<file path="config.mk">
export PLATFORM = sky130hd
export DESIGN_NAME = usb_desc_engine
export DESIGN_NICKNAME = d
export VERILOG_FILES = /design/src/rtl/usb_desc_pkg.sv /design/src/rtl/usb_desc_lookup.sv /design/src/rtl/usb_desc_engine.sv
export SDC_FILE = /design/constraint.sdc
export NUM_CORES = 1
export LEC_CHECK = 0
export BUFFER_PORTS_ARGS = -buffer_cell sky130_fd_sc_hd__buf_2
export CORE_ASPECT_RATIO = 0.5
export CORE_MARGIN = 5
export CORE_UTILIZATION = 40
export CTS_BUF_LIST = sky130_fd_sc_hd__clkbuf_4
export CTS_CLUSTER_DIAMETER = 30
export DETAILED_ROUTE_END_ITERATION = 10
export SETUP_SLACK_MARGIN = 0.3
export SYNTH_ARGS = -nofsm -noshare
export SYNTH_HDL_FRONTEND = slang
export SYNTH_SLANG_ARGS = --single-unit
</file>
<file path="constraint.sdc">
create_clock -name clk_i -period 4.8 [get_ports clk_i]
set_input_delay 0.24 -clock clk_i [delete_from_list [all_inputs] [get_ports clk_i]]
set_output_delay 0.24 -clock clk_i [all_outputs]
set_load 0.03 [all_outputs]
</file>
<file path="src/rtl/usb_desc_pkg.sv">
`default_nettype none
// +----------------------------------------------------------------------------+
// | Module      : usb_desc_pkg                                                 |
// | Description : Shared definitions for the EP0 descriptor server: descriptor |
// |               type codes, ROM window table, FSM state encoding and the     |
// |               device-qualifier / other-speed patch constants.              |
// | Revision    : 1.0  initial release                                         |
// +----------------------------------------------------------------------------+
package usb_desc_pkg;

    localparam logic [7:0] c_type_device      = 8'h01;
    localparam logic [7:0] c_type_config      = 8'h02;
    localparam logic [7:0] c_type_string      = 8'h03;
    localparam logic [7:0] c_type_qualifier   = 8'h06;
    localparam logic [7:0] c_type_other_speed = 8'h07;

    localparam int c_device_base      = 0;
    localparam int c_device_len       = 18;
    localparam int c_config_base      = 18;
    localparam int c_config_len       = 67;
    localparam int c_num_string_slots = 4;
    localparam int c_qual_len         = 10;

    // Absolute ROM addresses rewritten when the config window is served as
    // an other-speed configuration.
    localparam int c_osc_type_addr  = 19;
    localparam int c_osc_bulk0_lo   = 75;
    localparam int c_osc_bulk0_hi   = 76;
    localparam int c_osc_bulk1_lo   = 82;
    localparam int c_osc_bulk1_hi   = 83;

    // Bulk wMaxPacketSize per speed (little-endian on the wire).
    localparam logic [15:0] c_bulk_mps_fs = 16'h0040;
    localparam logic [15:0] c_bulk_mps_hs = 16'h0200;

    typedef enum logic [2:0] {
        IDLE   = 3'd0,
        LOOKUP = 3'd1,
        STREAM = 3'd2,
        ZLP    = 3'd3,
        DONE   = 3'd4
    } state_t;

    function automatic int string_base(input logic [1:0] idx);
        case (idx)
            2'd0:    return 85;
            2'd1:    return 89;
            2'd2:    return 119;
            default: return 149;
        endcase
    endfunction

    function automatic int string_len(input logic [1:0] idx);
        case (idx)
            2'd0:    return 4;
            2'd1:    return 30;
            2'd2:    return 30;
            default: return 14;
        endcase
    endfunction

    // Synthesized device-qualifier descriptor; byte 7 is bMaxPacketSize0 of
    // the other speed.
    function automatic logic [7:0] qual_byte(input logic [3:0] offset,
                                             input logic [7:0] other_mps);
        logic [7:0] b;
        case (offset)
            4'd0:    b = 8'h0A;
            4'd1:    b = 8'h06;
            4'd3:    b = 8'h02;
            4'd4:    b = 8'h02;
            4'd7:    b = other_mps;
            4'd8:    b = 8'h01;
            default: b = 8'h00;
        endcase
        return b;
    endfunction

endpackage
`default_nettype wire

</file>
<file path="src/rtl/usb_desc_lookup.sv">
`default_nettype none
// +----------------------------------------------------------------------------+
// | Module      : usb_desc_lookup                                              |
// | Description : Combinational resolver from descriptor type/index to a ROM   |
// |               window {base, dlen} plus data-source selects.                |
// |               Build option USB_DESC_QUALIFIER_EN adds types 6 and 7.       |
// | Ports       : i_desc_type/i_desc_index -> o_base, o_dlen, o_supported,     |
// |               o_src_qual (internal qualifier bytes), o_patch_osc.          |
// | Revision    : 1.0  initial release                                         |
// +----------------------------------------------------------------------------+
module usb_desc_lookup
    import usb_desc_pkg::*;
#(
    parameter int ROM_AW      = 8,
    parameter int NUM_STRINGS = 4
) (
    input  logic [7:0]        i_desc_type,
    input  logic [7:0]        i_desc_index,
    output logic [ROM_AW-1:0] o_base,
    output logic [15:0]       o_dlen,
    output logic              o_supported,
    output logic              o_src_qual,
    output logic              o_patch_osc
);

    // Only as many strings as the table actually holds can be served.
    localparam int c_strings = (NUM_STRINGS < c_num_string_slots) ? NUM_STRINGS
                                                                  : c_num_string_slots;

    always_comb begin
        o_base      = '0;
        o_dlen      = '0;
        o_supported = 1'b0;
        o_src_qual  = 1'b0;
        o_patch_osc = 1'b0;
        case (i_desc_type)
            c_type_device: begin
                o_base      = ROM_AW'(c_device_base);
                o_dlen      = 16'(c_device_len);
                o_supported = 1'b1;
            end
            c_type_config: begin
                if (i_desc_index == 8'd0) begin
                    o_base      = ROM_AW'(c_config_base);
                    o_dlen      = 16'(c_config_len);
                    o_supported = 1'b1;
                end
            end
            c_type_string: begin
                if (int'({24'd0, i_desc_index}) < c_strings) begin
                    o_base      = ROM_AW'(string_base(i_desc_index[1:0]));
                    o_dlen      = 16'(string_len(i_desc_index[1:0]));
                    o_supported = 1'b1;
                end
            end
`ifdef USB_DESC_QUALIFIER_EN
            c_type_qualifier: begin
                o_dlen      = 16'(c_qual_len);
                o_supported = 1'b1;
                o_src_qual  = 1'b1;
            end
            c_type_other_speed: begin
                if (i_desc_index == 8'd0) begin
                    o_base      = ROM_AW'(c_config_base);
                    o_dlen      = 16'(c_config_len);
                    o_supported = 1'b1;
                    o_patch_osc = 1'b1;
                end
            end
`endif
            default: ;
        endcase
    end

endmodule
`default_nettype wire

</file>
<file path="src/rtl/usb_desc_engine.sv">
`default_nettype none
// +----------------------------------------------------------------------------+
// | Module      : usb_desc_engine                                              |
// | Description : Sequential EP0 GET_DESCRIPTOR server. Resolves a request to  |
// |               a ROM window, streams bytes truncated to wLength, split into |
// |               max-packet-size packets, with zero-length-packet insertion.  |
// |               Build option USB_DESC_QUALIFIER_EN serves types 6 and 7.     |
// | Ports       : clk_i, rst_i (sync, active-low); request side req_*, hs_i,   |
// |               abort_i; ROM side rom_addr_o/rom_data_i (combinational ROM); |
// |               stream side tx_* (valid/ready); done_o, stall_o pulses.      |
// | Revision    : 1.0  initial release                                         |
// +----------------------------------------------------------------------------+
module usb_desc_engine
    import usb_desc_pkg::*;
#(
    parameter int ROM_AW      = 8,
    parameter int NUM_STRINGS = 4,
    parameter int EP0_MPS_FS  = 8,
    parameter int EP0_MPS_HS  = 64
) (
    input  logic              clk_i,
    input  logic              rst_i,
    input  logic              hs_i,
    input  logic              req_valid_i,
    output logic              req_ready_o,
    input  logic [7:0]        req_type_i,
    input  logic [7:0]        req_index_i,
    input  logic [15:0]       req_length_i,
    input  logic              abort_i,
    output logic [ROM_AW-1:0] rom_addr_o,
    input  logic [7:0]        rom_data_i,
    output logic [7:0]        tx_data_o,
    output logic              tx_valid_o,
    output logic              tx_last_o,
    output logic              tx_zlp_o,
    input  logic              tx_ready_i,
    output logic              done_o,
    output logic              stall_o
);

    localparam logic [6:0] c_mps_fs = 7'(EP0_MPS_FS);
    localparam logic [6:0] c_mps_hs = 7'(EP0_MPS_HS);

    state_t            r_state, w_next;
    logic [7:0]        r_type, r_index;
    logic [15:0]       r_length, r_remain;
    logic              r_hs, r_short, r_src_qual, r_patch_osc;
    logic [6:0]        r_mps, r_pkt_cnt;
    logic [ROM_AW-1:0] r_addr;

    logic [ROM_AW-1:0] w_base;
    logic [15:0]       w_dlen, w_min;
    logic              w_supported, w_src_qual, w_patch_osc;
    logic              w_accept, w_fire, w_full, w_last;
    logic [7:0]        w_other_mps, w_osc_lo, w_osc_hi, w_data;

    usb_desc_lookup #(
        .ROM_AW      (ROM_AW),
        .NUM_STRINGS (NUM_STRINGS)
    ) u_lookup (
        .i_desc_type  (r_type),
        .i_desc_index (r_index),
        .o_base       (w_base),
        .o_dlen       (w_dlen),
        .o_supported  (w_supported),
        .o_src_qual   (w_src_qual),
        .o_patch_osc  (w_patch_osc)
    );

    assign w_min  = (r_length < w_dlen) ? r_length : w_dlen;
    assign w_full = (r_pkt_cnt == r_mps - 7'd1);
    assign w_last = w_full || (r_remain == 16'd1);

    // "Other speed" values are the opposite of the speed latched at accept.
    assign w_other_mps = r_hs ? 8'(EP0_MPS_FS) : 8'(EP0_MPS_HS);
    assign w_osc_lo    = r_hs ? c_bulk_mps_fs[7:0]  : c_bulk_mps_hs[7:0];
    assign w_osc_hi    = r_hs ? c_bulk_mps_fs[15:8] : c_bulk_mps_hs[15:8];

    always_comb begin
        w_data = rom_data_i;
        if (r_src_qual) begin
            w_data = qual_byte(r_addr[3:0], w_other_mps);
        end else if (r_patch_osc) begin
            if (r_addr == ROM_AW'(c_osc_type_addr)) begin
                w_data = c_type_other_speed;
            end else if (r_addr == ROM_AW'(c_osc_bulk0_lo) || r_addr == ROM_AW'(c_osc_bulk1_lo)) begin
                w_data = w_osc_lo;
            end else if (r_addr == ROM_AW'(c_osc_bulk0_hi) || r_addr == ROM_AW'(c_osc_bulk1_hi)) begin
                w_data = w_osc_hi;
            end
        end
    end

    assign rom_addr_o = r_addr;
    assign tx_data_o  = (r_state == STREAM) ? w_data : 8'h00;

    always_ff @(posedge clk_i) begin
        if (!rst_i) begin
            r_state <= IDLE;
        end else begin
            r_state <= w_next;
        end
    end

    // Abort outranks every transition, including a same-cycle handshake.
    always_comb begin
        w_next      = r_state;
        req_ready_o = 1'b0;
        tx_valid_o  = 1'b0;
        tx_last_o   = 1'b0;
        tx_zlp_o    = 1'b0;
        done_o      = 1'b0;
        stall_o     = 1'b0;
        w_accept    = 1'b0;
        w_fire      = 1'b0;
        case (r_state)
            IDLE: begin
                req_ready_o = !abort_i;
                if (req_valid_i && !abort_i) begin
                    w_accept = 1'b1;
                    w_next   = LOOKUP;
                end
            end
            LOOKUP: begin
                if (abort_i) begin
                    w_next = IDLE;
                end else if (!w_supported) begin
                    stall_o = 1'b1;
                    w_next  = IDLE;
                end else if (w_min == 16'd0) begin
                    w_next = ZLP;
                end else begin
                    w_next = STREAM;
                end
            end
            STREAM: begin
                tx_valid_o = 1'b1;
                tx_last_o  = w_last;
                if (abort_i) begin
                    w_next = IDLE;
                end else if (tx_ready_i) begin
                    w_fire = 1'b1;
                    if (r_remain == 16'd1) begin
                        // Full final packet with the host asking for more
                        // needs a ZLP to terminate the transfer.
                        w_next = (w_full && r_short) ? ZLP : DONE;
                    end
                end
            end
            ZLP: begin
                tx_valid_o = 1'b1;
                tx_last_o  = 1'b1;
                tx_zlp_o   = 1'b1;
                if (abort_i) begin
                    w_next = IDLE;
                end else if (tx_ready_i) begin
                    w_next = DONE;
                end
            end
            DONE: begin
                done_o = !abort_i;
                w_next = IDLE;
            end
            default: w_next = IDLE;
        endcase
    end

    always_ff @(posedge clk_i) begin
        if (!rst_i) begin
            r_type      <= '0;
            r_index     <= '0;
            r_length    <= '0;
            r_hs        <= 1'b0;
            r_mps       <= c_mps_fs;
            r_addr      <= '0;
            r_remain    <= '0;
            r_pkt_cnt   <= '0;
            r_short     <= 1'b0;
            r_src_qual  <= 1'b0;
            r_patch_osc <= 1'b0;
        end else begin
            if (w_accept) begin
                r_type   <= req_type_i;
                r_index  <= req_index_i;
                r_length <= req_length_i;
                r_hs     <= hs_i;
                r_mps    <= hs_i ? c_mps_hs : c_mps_fs;
            end
            if (r_state == LOOKUP) begin
                r_addr      <= w_base;
                r_remain    <= w_min;
                r_pkt_cnt   <= '0;
                r_short     <= (w_min < r_length);
                r_src_qual  <= w_src_qual;
                r_patch_osc <= w_patch_osc;
            end
            if (w_fire) begin
                r_addr    <= r_addr + ROM_AW'(1);
                r_remain  <= r_remain - 16'd1;
                r_pkt_cnt <= w_last ? 7'd0 : r_pkt_cnt + 7'd1;
            end
        end
    end

endmodule
`default_nettype wire

</file>
==> results.yml <==
global_route:
  grt_pass1_vias: 3441
  grt_use_total: 0.171
  met3_usage: 0.0533
  antenna_found_initial: 0
  top_usage_layer: "met2"
  overflow: 0
  grt_max_degree: 56
  use_met1: 0.238
  grt_util_met2: 0.260
  grt_pass1_wl_mm: 16.5
logic_synthesis:
  syn_area_per_cell_sq_um: 7.56
  ys_ff_latch: 69
  ys_types: 62
  ys_warn_count: 0
  synth_top_flop_cell: "dfxtp_1"
  async_flop_share: 0
  netlist_instances: 511
  synth_area_sq_mm: 0.00386
  synth_nets: 576
  ys_seq_area_frac: 0.358
  synth-edff-count: 0
hold_path:
  hold_class: "primary input to flip-flop"
  hold_depth: 3
  hold_start: "req_index_i[5]"
  holdPathEnd: "r_index[5]"
critical_path:
  cp_common_cell: "inv_1"
  slowest_stage: "a2111oi_1"
  rrSetupSlack_ns: 0.80
  path_cells: "nor3b_1 > nand2_1 > nor2_1 > inv_1 > nor2_1 > inv_1 > ha_1 > a2111o_1 > o21a_1 > o21ai_0 > nand2_1 > ha_1 > a2111oi_1 > inv_1 > o21ai_0 > nor4_1 > a31oi_1"
  rr_worst_depth: 17
  regToRegStartpoint: "r_type[1]"
  endpoint_kind: "flip-flop"
  rr_endpoint: "r_short"
  critPathMaxStageDelay_ns: 0.49
  critPathMaxFanout: 8
  crit_path_start_kind: "flip-flop"
  crit_arrival_ns: 4.37
  cp_data_required_time_ns: 5.17
  setup.worst_path.class: "flip-flop to flip-flop"
timing:
  clock.fmax_mhz: 250
  relSlewSlack: 0.264
  rsz0062_at_grt: "false"
  slew_violations: 0
  setup_tns_ns: 0
  layout_setup_ws_ns: 0.797
  final_hold_viol_count: 0
  tightestPinTransition_ns: 1.10
  finClkSkew_ns: 0.0222
  fin_crit_ns: 4.00
  setup_viol: 0
  post-route-period-util: 0.834
finish:
  antenna_cells: 0
  drive_above_1_share: 0.167
  area_growth_pct: 15.2
  fin_area_sq_mm: 0.00445
  layout.nets: 637
  final_util: 0.473
  final-instance-count-excl-fill: 711
place:
  dp.cells: 687
  place_ws_ns: 0.690
  place_congestion: 0.850
  port_buffers: 67
  dp_hpwl_mm: 6.99
  placed_area_sq_mm: 0.00424
routing:
  routed_wl_mm: 9.77
  drt_iter0_markers: 207
  vias: 3712
  drc_errors: 0
  via_per_inst: 5.22
  first_pass_iters: 5
  wl_per_cell_um: 13.7
  postRouteAntennaNets: 0
die:
  pin_count: 68
  die_x_um: 149
  num_rows: 25
  die-area_sq_mm: 0.0118
  core-area_sq_mm: 0.00942
  start_util: 0.410
  fp.dieH_um: 79.5
flow_run:
  maxCapViolCount: 0
clock_tree:
  cts_made_buffers: 9
  clockRootBuffer: "clkbuf_4"
  cts_tree: "built"
  clock_latency_ns: 0.43
  htree_levels: 3
  post_cts_buffers: 0
  cts.sinks: 69
  clk_path_buf_depth: 2
  clk_pin_slew_worst_paths_ns: 0.11
power:
  ir_drop_mv: 0.152
  p_per_area_mw_per_mm2: 250
  p_leak_uw: 0.00176
run_status:
  status: "completed"
## placed cells by master, fill, tap and decap left out, types with 3 or more instances in the layout
cell             n
nand2_1        103
dfxtp_1         69
buf_2           67
a21oi_1         63
nor2_1          36
o21ai_0         20
nand3_1         19
ha_1            19
inv_1           18
nor3_1          14
and2_1          13
clkbuf_4        10
nor4_1           9
a31oi_1          9
dlygate4sd3_1    9
nand4_1          8
o21a_1           6
and3_1           6
nor3b_1          4
or3_1            4
nand2b_1         4
clkinv_2         4
mux2i_1          3
o31ai_1          3
o211ai_1         3
xnor2_1          3
o21ai_1          3
## cell type report
cell class                      instances  area [sq um]
Clock buffer                           10          75.1
Clock inverter                          5          28.8
Inverter                               19          71.3
Fill cell                             983          4960
Sequential cell                        69          1380
Multi-Input combinational cell        396          2290
Tap cell                              135           169
Timing Repair Buffer                   77           433
## power breakdown
| part | internal (uW) | switching (uW) | leakage, uW | total (uW) |
|---|---|---|---|---|
| combinational | 72.9 | 115 | 0.00113 | 188 |
| clock | 107 | 209 | 0.0000658 | 316 |
| sequential | 590 | 19.4 | 0.000560 | 610 |
| total | 770 | 343 | 0.00176 | 1110 |
## worst max path at each step
stage	from	endpoint	slack, ns	cells past startpoint
5_1_grt	r_index[2]	r_short	0.31	17
4_1_cts	r_type[2]	r_short	0.65	17
2_1_floorplan	r_index[2]	r_short	1.16	17
6_report	r_type[1]	r_short	0.80	17
3_5_place_dp	r_type[2]	r_short	0.69	17
3_3_place_gp	r_type[2]	r_short	0.85	15
## critical path, delay by kind of cell, from the launching register on
family | cells | cell delay (ns)
fa+ha+maj | 2 | 0.58
buf+inv | 3 | 0.28
compound gates | 6 | 1.61
simple gates | 6 | 1.01
flops | 1 | 0.47
## stage by stage
stage,power [uW],hold WS [ns]
2_1_floorplan,749,0.366
3_3_place_gp,803,0.443
3_5_place_dp,804,0.450
4_1_cts,1120,0.0000738
5_1_grt,1190,0.000501
6_report,1110,0.0329
## registers in the layout, indices dropped and copies added, names as in the netlist
register	count
r_pkt_cnt	7
r_remain	16
r_type	8
rom_addr_o	8
r_length	16
r_state	3
r_mps	2
r_index	8
r_short	1
## per-layer routing
layer	part of all wire	routed length, um
met1	0.52	5050
met5	0	0
met2	0.42	4060
met4	0.0070	68
met3	0.060	588
## synth_stat cells (2+ instances only)
cell type	count	area [sq um]
buf_2	7	35.0
dfxtp_1	69	1380
nand3_1	19	95.1
o311ai_0	2	17.5
buf_6	2	22.5
o21ai_1	3	15.0
nand4b_1	2	17.5
a2111oi_0	2	17.5
a31oi_1	9	56.3
nand4_1	8	50.1
nor3_1	14	70.1
nor3b_1	5	37.5
nand2b_1	4	25.0
o21ai_0	20	100
or3_1	4	25.0
o21a_1	6	45.0
o311ai_1	2	17.5
inv_1	18	67.6
a21oi_1	63	315
o211ai_1	3	22.5
and2_1	13	81.3
o31ai_1	3	22.5
xnor2_1	3	26.3
ha_1	19	238
a211oi_1	2	15.0
xor2_1	2	17.5
or4b_1	2	20.0
nor4_1	10	62.6
mux2i_1	3	30.0
nand2_1	103	387
nor2_1	36	135
and3_1	6	37.5
clkbuf_1	16	60.1
nor4b_1	2	17.5
or4_1	2	15.0
## timing repair
item | CTS | global route
hold buffers | 2 | 7
resized for setup | 0 | 3
endpoints found under the setup margin | 0 | 1
hold endpoints to repair | 2 | 7
## cells by family (layout without fill, tap and decap cells)
family / count (synthesis) / after routing / synth area share
XOR/XNOR: 5 / 5 / 0.0113
multiplexers: 3 / 3 / 0.00777
buffers and inverters: 46 / 111 / 0.0522
AO/OA/AOI/OAI: 128 / 128 / 0.198
AND/OR/NAND/NOR: 241 / 241 / 0.312
adder cells (fa/ha/maj): 19 / 19 / 0.0615
flip-flops: 69 / 69 / 0.358
No activity file was read; power rests on OpenSTA's default activity.
